<file path="config.mk">
export PLATFORM = sky130hd
export DESIGN_NAME = multicycle_controller
export DESIGN_NICKNAME = d
export VERILOG_FILES = /design/src/rtl/multicycle_controller.sv
export SDC_FILE = /design/constraint.sdc
export NUM_CORES = 1
export LEC_CHECK = 0
export BUFFER_PORTS_ARGS = -buffer_cell sky130_fd_sc_hd__buf_2
export CORE_MARGIN = 2
export CORE_UTILIZATION = 39
export CTS_BUF_LIST = sky130_fd_sc_hd__clkbuf_2 sky130_fd_sc_hd__clkbuf_4 sky130_fd_sc_hd__clkbuf_8
export DETAILED_ROUTE_END_ITERATION = 8
export PLACE_DENSITY = 0.77
export REMOVE_ABC_BUFFERS = 1
export SLEW_MARGIN = 20
export SYNTH_ARGS = -nofsm -noshare
export SYNTH_HDL_FRONTEND = slang
export SYNTH_SLANG_ARGS = --single-unit
</file>
<file path="constraint.sdc">
create_clock -name clk -period 1.5 [get_ports clk]
set_input_delay 0.075 -clock clk [delete_from_list [all_inputs] [get_ports clk]]
set_output_delay 0.075 -clock clk [all_outputs]
set_load 0.01 [all_outputs]
</file>
<file path="src/rtl/multicycle_controller.sv">
// Main sequencing FSM for the multicycle RISC-V core: steps the shared datapath
// through fetch/decode/execute/memory/writeback and drives every select and enable.
module multicycle_controller (
    input  logic       clk,
    input  logic       reset,
    input  logic [6:0] op,
    input  logic [2:0] funct3,
    input  logic       funct7b5,
    input  logic       zero,
    output logic       pc_write,
    output logic       adr_src,
    output logic       mem_write,
    output logic       ir_write,
    output logic [1:0] result_src,
    output logic [1:0] alu_src_a,
    output logic [1:0] alu_src_b,
    output logic [1:0] imm_src,
    output logic       reg_write,
    output logic [3:0] alu_ctrl,
    output logic       illegal_instr,
    output logic [3:0] state
);

    typedef enum logic [3:0] {
        FETCH    = 4'd0,
        DECODE   = 4'd1,
        MEMADR   = 4'd2,
        MEMREAD  = 4'd3,
        MEMWB    = 4'd4,
        MEMWRITE = 4'd5,
        EXECUTER = 4'd6,
        EXECUTEI = 4'd7,
        ALUWB    = 4'd8,
        BEQ      = 4'd9,
        JAL      = 4'd10
    } state_t;

    localparam logic [6:0] OP_LW  = 7'b0000011;
    localparam logic [6:0] OP_SW  = 7'b0100011;
    localparam logic [6:0] OP_R   = 7'b0110011;
    localparam logic [6:0] OP_I   = 7'b0010011;
    localparam logic [6:0] OP_BEQ = 7'b1100011;
    localparam logic [6:0] OP_JAL = 7'b1101111;

    localparam logic [3:0] ALU_ADD = 4'd0;
    localparam logic [3:0] ALU_SUB = 4'd1;
    localparam logic [3:0] ALU_AND = 4'd2;
    localparam logic [3:0] ALU_OR  = 4'd3;

    state_t     cur, nxt;
    logic       legal;
    logic [3:0] funct_alu;

    always_comb begin
        legal = 1'b0;
        case (op)
            OP_LW, OP_SW: legal = (funct3 == 3'b010);
            OP_R, OP_I:   legal = (funct3 == 3'b000) || (funct3 == 3'b110) || (funct3 == 3'b111);
            OP_BEQ:       legal = (funct3 == 3'b000);
            OP_JAL:       legal = 1'b1;
            default:      legal = 1'b0;
        endcase
    end

    // SUB only for R-type with funct7b5; addi shares funct3=000 but always adds.
    always_comb begin
        funct_alu = ALU_ADD;
        case (funct3)
            3'b000:  funct_alu = (op == OP_R && funct7b5) ? ALU_SUB : ALU_ADD;
            3'b111:  funct_alu = ALU_AND;
            3'b110:  funct_alu = ALU_OR;
            default: funct_alu = ALU_ADD;
        endcase
    end

    always_comb begin
        nxt = FETCH;
        case (cur)
            FETCH:  nxt = DECODE;
            DECODE: begin
                if (legal) begin
                    case (op)
                        OP_LW, OP_SW: nxt = MEMADR;
                        OP_R:         nxt = EXECUTER;
                        OP_I:         nxt = EXECUTEI;
                        OP_BEQ:       nxt = BEQ;
                        OP_JAL:       nxt = JAL;
                        default:      nxt = FETCH;
                    endcase
                end
            end
            MEMADR:                  nxt = (op == OP_SW) ? MEMWRITE : MEMREAD;
            MEMREAD:                 nxt = MEMWB;
            EXECUTER, EXECUTEI, JAL: nxt = ALUWB;
            default:                 nxt = FETCH;
        endcase
    end

    always_ff @(posedge clk) begin
        if (reset) cur <= FETCH;
        else       cur <= nxt;
    end

    always_comb begin
        pc_write      = 1'b0;
        adr_src       = 1'b0;
        mem_write     = 1'b0;
        ir_write      = 1'b0;
        result_src    = 2'b00;
        alu_src_a     = 2'b00;
        alu_src_b     = 2'b00;
        reg_write     = 1'b0;
        alu_ctrl      = ALU_ADD;
        illegal_instr = 1'b0;
        case (cur)
            FETCH: begin
                ir_write   = 1'b1;
                alu_src_b  = 2'b10;
                result_src = 2'b10;
                pc_write   = 1'b1;
            end
            DECODE: begin
                alu_src_a     = 2'b01;
                alu_src_b     = 2'b01;
                illegal_instr = ~legal;
            end
            MEMADR: begin
                alu_src_a = 2'b10;
                alu_src_b = 2'b01;
            end
            MEMREAD: adr_src = 1'b1;
            MEMWB: begin
                result_src = 2'b01;
                reg_write  = 1'b1;
            end
            MEMWRITE: begin
                adr_src   = 1'b1;
                mem_write = 1'b1;
            end
            EXECUTER: begin
                alu_src_a = 2'b10;
                alu_ctrl  = funct_alu;
            end
            EXECUTEI: begin
                alu_src_a = 2'b10;
                alu_src_b = 2'b01;
                alu_ctrl  = funct_alu;
            end
            ALUWB: reg_write = 1'b1;
            BEQ: begin
                alu_src_a = 2'b10;
                alu_ctrl  = ALU_SUB;
                pc_write  = zero;
            end
            JAL: begin
                alu_src_a = 2'b01;
                alu_src_b = 2'b10;
                pc_write  = 1'b1;
            end
            default: ;
        endcase
        // Reset overrides every enable so an aborted instruction leaves no side effect.
        if (reset) begin
            pc_write      = 1'b0;
            ir_write      = 1'b0;
            reg_write     = 1'b0;
            mem_write     = 1'b0;
            illegal_instr = 1'b0;
        end
    end

    always_comb begin
        imm_src = 2'b00;
        case (op)
            OP_SW:   imm_src = 2'b01;
            OP_BEQ:  imm_src = 2'b10;
            OP_JAL:  imm_src = 2'b11;
            default: imm_src = 2'b00;
        endcase
    end

    assign state = cur;

endmodule
</file>
==> results of run 1 <==
-- per-stage QoR --
stage | setup slack, ns | instance area, µm² | power, mW | hold WS (ns)
after floorplan | -0.245 | 556 | 0.167 | 0.204
after global placement | 0.0765 | 801 | 0.220 | 0.418
after detailed placement | 0.0432 | 801 | 0.222 | 0.420
after CTS | -0.0224 | 856 | 0.363 | 0.192
after global routing | -0.0938 | 987 | 0.398 | 0.198
final | 0.00217 | 987 | 0.370 | 0.186
-- cells by family (layout without fill, tap and decap cells) --
| logic type | count (synthesis) | after routing |
|---|---|---|
| other | 1 | 2 |
| DFF | 4 | 4 |
| and+or+nand+nor | 50 | 50 |
| buffers and inverters | 11 | 51 |
| AOI/OAI and AO/OA | 20 | 20 |
| xor gates and xnor gates | 1 | 1 |
-- routing by layer --
| layer | part of all wire (%) | wire length (µm) |
|---|---|---|
| met1 | 40 | 713 |
| met2 | 55 | 988 |
| met3 | 5.4 | 98 |
| met4 | 0 | 0 |
| met5 | 0 | 0 |
-- power by group --
part | internal, mW | switching [mW]
registers | 0.106 | 0.00272
clock network | 0.0895 | 0.0444
logic | 0.0577 | 0.0698
total | 0.253 | 0.117
-- how the worst max path moves through the flow --
stage              from           to  depth (start not counted)
3_5_place_dp   state[2]     state[1]                          3
5_1_grt        state[1]     pc_write                          5
3_3_place_gp   state[2]     state[1]                          3
4_1_cts        state[1]  alu_ctrl[0]                          4
2_1_floorplan  state[0]     pc_write                          3
6_report       state[1]     pc_write                          5
-- timing repair --
| item | 4_1_cts | 5_1_grt |
|---|---|---|
| resized for setup | 8 | 21 |
| pin swaps | 1 | 6 |
| setup buffers | 0 | 3 |
| endpoints found under the setup margin | 4 | 6 |
| gates cloned | 0 | 1 |
-- cell type report --
| cell class | count | share of cell area, % |
|---|---|---|
| Clock buffer | 3 | 2.28 |
| Inverter | 3 | 1.14 |
| Multi-Input combinational cell | 73 | 56.7 |
| Sequential cell | 4 | 9.13 |
| Tap cell | 16 | 2.03 |
| Timing Repair Buffer | 45 | 28.8 |
-- worst register-to-register path, cell delays in order, from the launching register on --
cell and delay (ns):
dfxtp_4 0.37, or3_4 0.41, or4b_4 0.52, o31ai_2 0.07
-- Yosys cell counts (all sizes together) --
master / n
o31ai: 2
or4b: 1
a21boi: 1
o22a: 1
nand3b: 4
o211ai: 1
nor3: 7
o21ai: 3
or4: 1
inv: 3
or3: 3
nor2b: 4
nand2: 7
nand4: 2
dfxtp: 4
o41ai: 1
nand2b: 5
nor3b: 1
nand4bb: 1
or2b: 1
a2111oi: 3
nor2: 10
clkbuf: 5
a21oi: 5
xnor2: 1
a211oi: 1
buf: 3
conb: 1
nand3: 1
o22ai: 1
nor4: 2
o31a: 1
==> results by group, run 1 <==
Clock network
  – H-tree lvl count: 1
  – Worst-skew pair later-pin latency: 0.23 ns
  – Clk slew on worst S/H paths: 0.04 ns
  – Clock root cell: clkbuf_4
  – Clock tree buffer depth: 2
  – Total clock sinks: 4
  – TritonCTS clock tree: built
  – CTS Hold Bufs: 0
  – Cts bufs inserted: 3

Setup path
  – Worst path cell trace: buf_4 > nor2_1 > nor2_1 > a2111oi_2 > buf_2
  – Data arrival, critical path: 1.42 ns
  – Reg2Reg Depth: 3
  – Worst path slowest cell: dfxtp_2
  – CP Class: reg2out
  – Worst R2R Start: state[2]
  – Kind of end point of the critical path: output port
  – Crit start category: flop
  – Critical Path RT: 1.42 ns
  – CP max FO: 7
  – Reg2Reg Setup Slack: 0.04 ns
  – CP bufs+invs: 2
  – Largest stage delay, worst path: 0.34 ns
  – Worst r2r dst: state[1]
  – Cell repeated most along the worst path: nor2_1
  – Crit-path leading delay family: buffers and inverters

Outcome
  – Status: finished, final reports clean

Floorplanning
  – Die area: 1840 µm²
  – Die Ht: 42.9 µm
  – Core footprint: 1450 µm²
  – Die width: 42.9 µm
  – Starting Density: 40.5%
  – Site row count: 14
  – IO Pins: 36

Global routing
  – GR Util met1: 19.7%
  – GRT Resource Usage Total: 17.8%
  – Total grt overflow: 0
  – Largest net degree at the start of global routing: 13
  – Initial antenna violation count: 0
  – GR Util met2: 32.7%
  – Met3 Track Usage GR: 2.98%
  – First-pass GRT wire length: 2550 µm
  – Vias in the first global route: 635
  – GRT busiest layer: met2

Layout
  – Commonest non-fill, non-tap cell in the layout: buf_2
  – Antenna Cells: 0
  – Area growth syn-to-layout: 67.5%
  – Non-Filler Instances: 144
  – Layout cells sized above 1: 53.9%
  – Area occupied by multi-input gates: 559 µm²
  – Nets: 144
  – Core Util, Final: 67.9%
  – Most frequent cells in the layout: buf_2 (33), nor2_1 (10), buf_4 (9), nand2_1 (6), nor3_1 (5)
  – FF/Latch Area: 90.1 µm²
  – Filler instances: 125
  – Max reg flops: 4

STA
  – Unrepaired setup endpoints after global routing: true
  – Max-slew violations: 0
  – Setup violators final: 0
  – Fin crit period: 1.50 ns
  – Max Fclk: 668 MHz
  – Setup clock skew after layout: 0.00168 ns
  – Total negative setup slack: 0 ns
  – Hold Vio Cnt, Final: 0
  – Final Cycle Share: 99.9%

Placement
  – Global placement routability congestion: 0.792
  – Placed Cells: 137
  – Hpwl dp: 1250 µm
  – Port buffer count: 33

Power
  – Leakage: 0.428 nW
  – Cell Pwr Density: 375 nW/µm²
  – Worst IR drop on VDD: 0.207 mV

Drt
  – First DRT Iteration DRCs: 8
  – DR vias/cell: 5.50
  – Drt total wl: 1800 µm
  – Drt first pass iters: 4
  – Vias post-DR: 792
  – Remaining DRCs: 0
  – Detail Route Antenna Nets: 0
  – Drt wl/cell: 12.5 µm

Hold path
  – Hold path start: op[4]
  – Hold Crit Class: in2reg
  – Hold depth: 3
  – Hold path endpoint: state[2]

Yosys
  – Synth Area in Compound Gates: 27.2%
  – Largest family of logic cells by synthesized area: simple AND/OR/NAND/NOR gates
  – Avg Cell Area, Syn: 6.77 µm²
  – Post-synth top area cell: dfxtp_1
  – Share of the synthesized area in the top cell type: 13.6%
  – Mux cell area share after synthesis: 0%
  – Gate count of the mapped netlist: 87
  – Synth Register Bits: 4
  – Synth warnings: 0
  – Synth area leaders: dfxtp_1 (14%), nor2_1 (6.4%), nand2b_1 (5.3%), nor3_1 (5.1%), nand3b_1 (5.1%)
  – Synth Cell Area: 589 µm²
  – Sequential-to-total area share from yosys stat: 13.6%
  – Post-synthesis adder-cell area fraction: 0%
  – Post-Synth XOR/XNOR Area: 1.49%
  – Synth Area in Simple Gates: 48.8%
  – Netlist cell types: 37

Job
  – Max cap viols: 0
Note: power is estimated with default switching activity, not from simulation.
==> run 2: changes to the inputs <==
- SETUP_SLACK_MARGIN: not set -> 0.05
==> results by group, run 2 (synthesis gave the netlist of run 1 again) <==
Outcome
  – Status: finished, final reports clean

STA
  – Hold Vio Cnt, Final: 0
  – Setup violators final: 0
  – Worst Hold Margin: 0.190 ns
  – Setup clock skew after layout: 0.00163 ns
  – Final Cycle Share: 99.7%
  – Max Fclk: 669 MHz
  – Max-slew violations: 0
  – Unrepaired setup endpoints after global routing: true
  – Fin crit period: 1.50 ns

Setup path
  – CP Class: reg2reg
  – Kind of end point of the critical path: flop
  – Crit start category: flop
  – CP max FO: 7
  – Critical Path RT: 1.64 ns
  – Data arrival, critical path: 1.64 ns

Floorplanning
  – Site row count: 14
  – Core footprint: 1450 µm²
  – IO Pins: 36
  – Die width: 42.9 µm
  – Starting Density: 40.5%
  – Die area: 1840 µm²
  – Die Ht: 42.9 µm

Placement
  – Port buffer count: 33
  – Placed Cells: 137
  – Hpwl dp: 1250 µm
  – Global placement routability congestion: 0.792

Layout
  – FF/Latch Area: 90.1 µm²
  – Commonest non-fill, non-tap cell in the layout: buf_2
  – Filler instances: 137
  – Layout cells sized above 1: 52.0%
  – Non-Filler Instances: 143
  – Max reg flops: 4
  – Most frequent cells in the layout: buf_2 (33), nor2_1 (9), nand2_1 (7), buf_4 (7), a21oi_1 (5)
  – Nets: 143
  – Area growth syn-to-layout: 60.9%
  – Area occupied by multi-input gates: 542 µm²
  – Antenna Cells: 0

Clock network
  – Cts bufs inserted: 3
  – TritonCTS clock tree: built
  – H-tree lvl count: 1
  – Clock tree buffer depth: 2
  – Total clock sinks: 4
  – Clock root cell: clkbuf_4
  – Worst-skew pair later-pin latency: 0.23 ns
  – CTS Hold Bufs: 0
  – Clk slew on worst S/H paths: 0.04 ns

Power
  – Leakage: 0.421 nW
  – Net Sw Power: 0.111 mW
  – Cell Pwr Density: 379 nW/µm²
  – Int Pwr: 0.249 mW
  – Tot Pwr: 0.360 mW
  – Worst IR drop on VDD: 0.214 mV
  – Flop pwr share: 30.4%
  – Sw frac: 30.8%
  – Clock share of power: 36.7%
  – Logic gate share of total power: 33.0%

Hold path
  – Hold Crit Class: in2reg

Job
  – Max cap viols: 0

Drt
  – Drt first pass iters: 4
  – Remaining DRCs: 0
  – DR vias/cell: 5.45
  – First DRT Iteration DRCs: 4
  – Detail Route Antenna Nets: 0
  – Drt wl/cell: 11.7 µm
  – Vias post-DR: 780
  – Drt total wl: 1670 µm

Global routing
  – GRT Resource Usage Total: 17.8%
  – First-pass GRT wire length: 2550 µm
  – Largest net degree at the start of global routing: 12
  – Total grt overflow: 0
  – Initial antenna violation count: 0
  – Vias in the first global route: 635
-- run 2: per-stage QoR --
stage	util [%]	setup TNS [ns]	instance area, µm²	worst slack (ns)
floorplan	-	-0.309	556	-0.245
global placement	55.1	0	801	0.0765
detailed placement	55.1	0	801	0.0432
CTS	60.3	0	877	0.00473
global route	65.2	-0.198	948	-0.0457
finish	65.2	0	948	0.00477
-- run 2: what timing repair did --
item,4_1_cts,5_1_grt
setup endpoints to repair,5,8
setup buffers,1,2
pin swaps,4,3
resized for setup,14,13
-- run 2: per-layer routing --
| layer | vias to the layer above | global-route usage [%] | share of wire (%) |
|---|---|---|---|
| li1 | 397 | - | - |
| met4 | 0 | 7.50 | 0 |
| met5 | - | 0 | 0 |
| met1 | 354 | 20.3 | 41 |
| met3 | 0 | 2.98 | 6.1 |
| met2 | 29 | 32.1 | 53 |
-- run 2: final cells by class --
cell class,instances,share of cell area (%)
inverters,3,1.19
clock buffers,3,2.37
flip-flops and latches,4,9.50
multi-input cells,73,57.1
repair buffers,44,27.7
well taps,16,2.11
-- run 2: critical path: stages (launching register included) --
cell	delay, ns
dfxtp_4	0.36
or3_1	0.43
or4b_1	0.54
o31ai_2	0.07
-- run 2: path summary, 6_finish.rpt --
kind | startpoint | endpoint | slack [ns] | cells past startpoint
setup reg to reg | state[2] | state[1] | 0.005 | 3
hold / removal | op[4] | state[2] | 0.19 | 3
setup / recovery | state[2] | state[1] | 0.005 | 3
hold reg to reg | state[3] | state[3] | 0.59 | 3
-- run 2: power groups by stage --
stage               registers (mW)  clock network (mW)  logic [mW]
floorplan                    0.118                   0      0.0489
global placement             0.113                   0       0.108
detailed placement           0.113                   0       0.109
CTS                          0.112               0.138       0.114
global route                 0.109               0.150       0.132
finish                       0.109               0.132       0.119
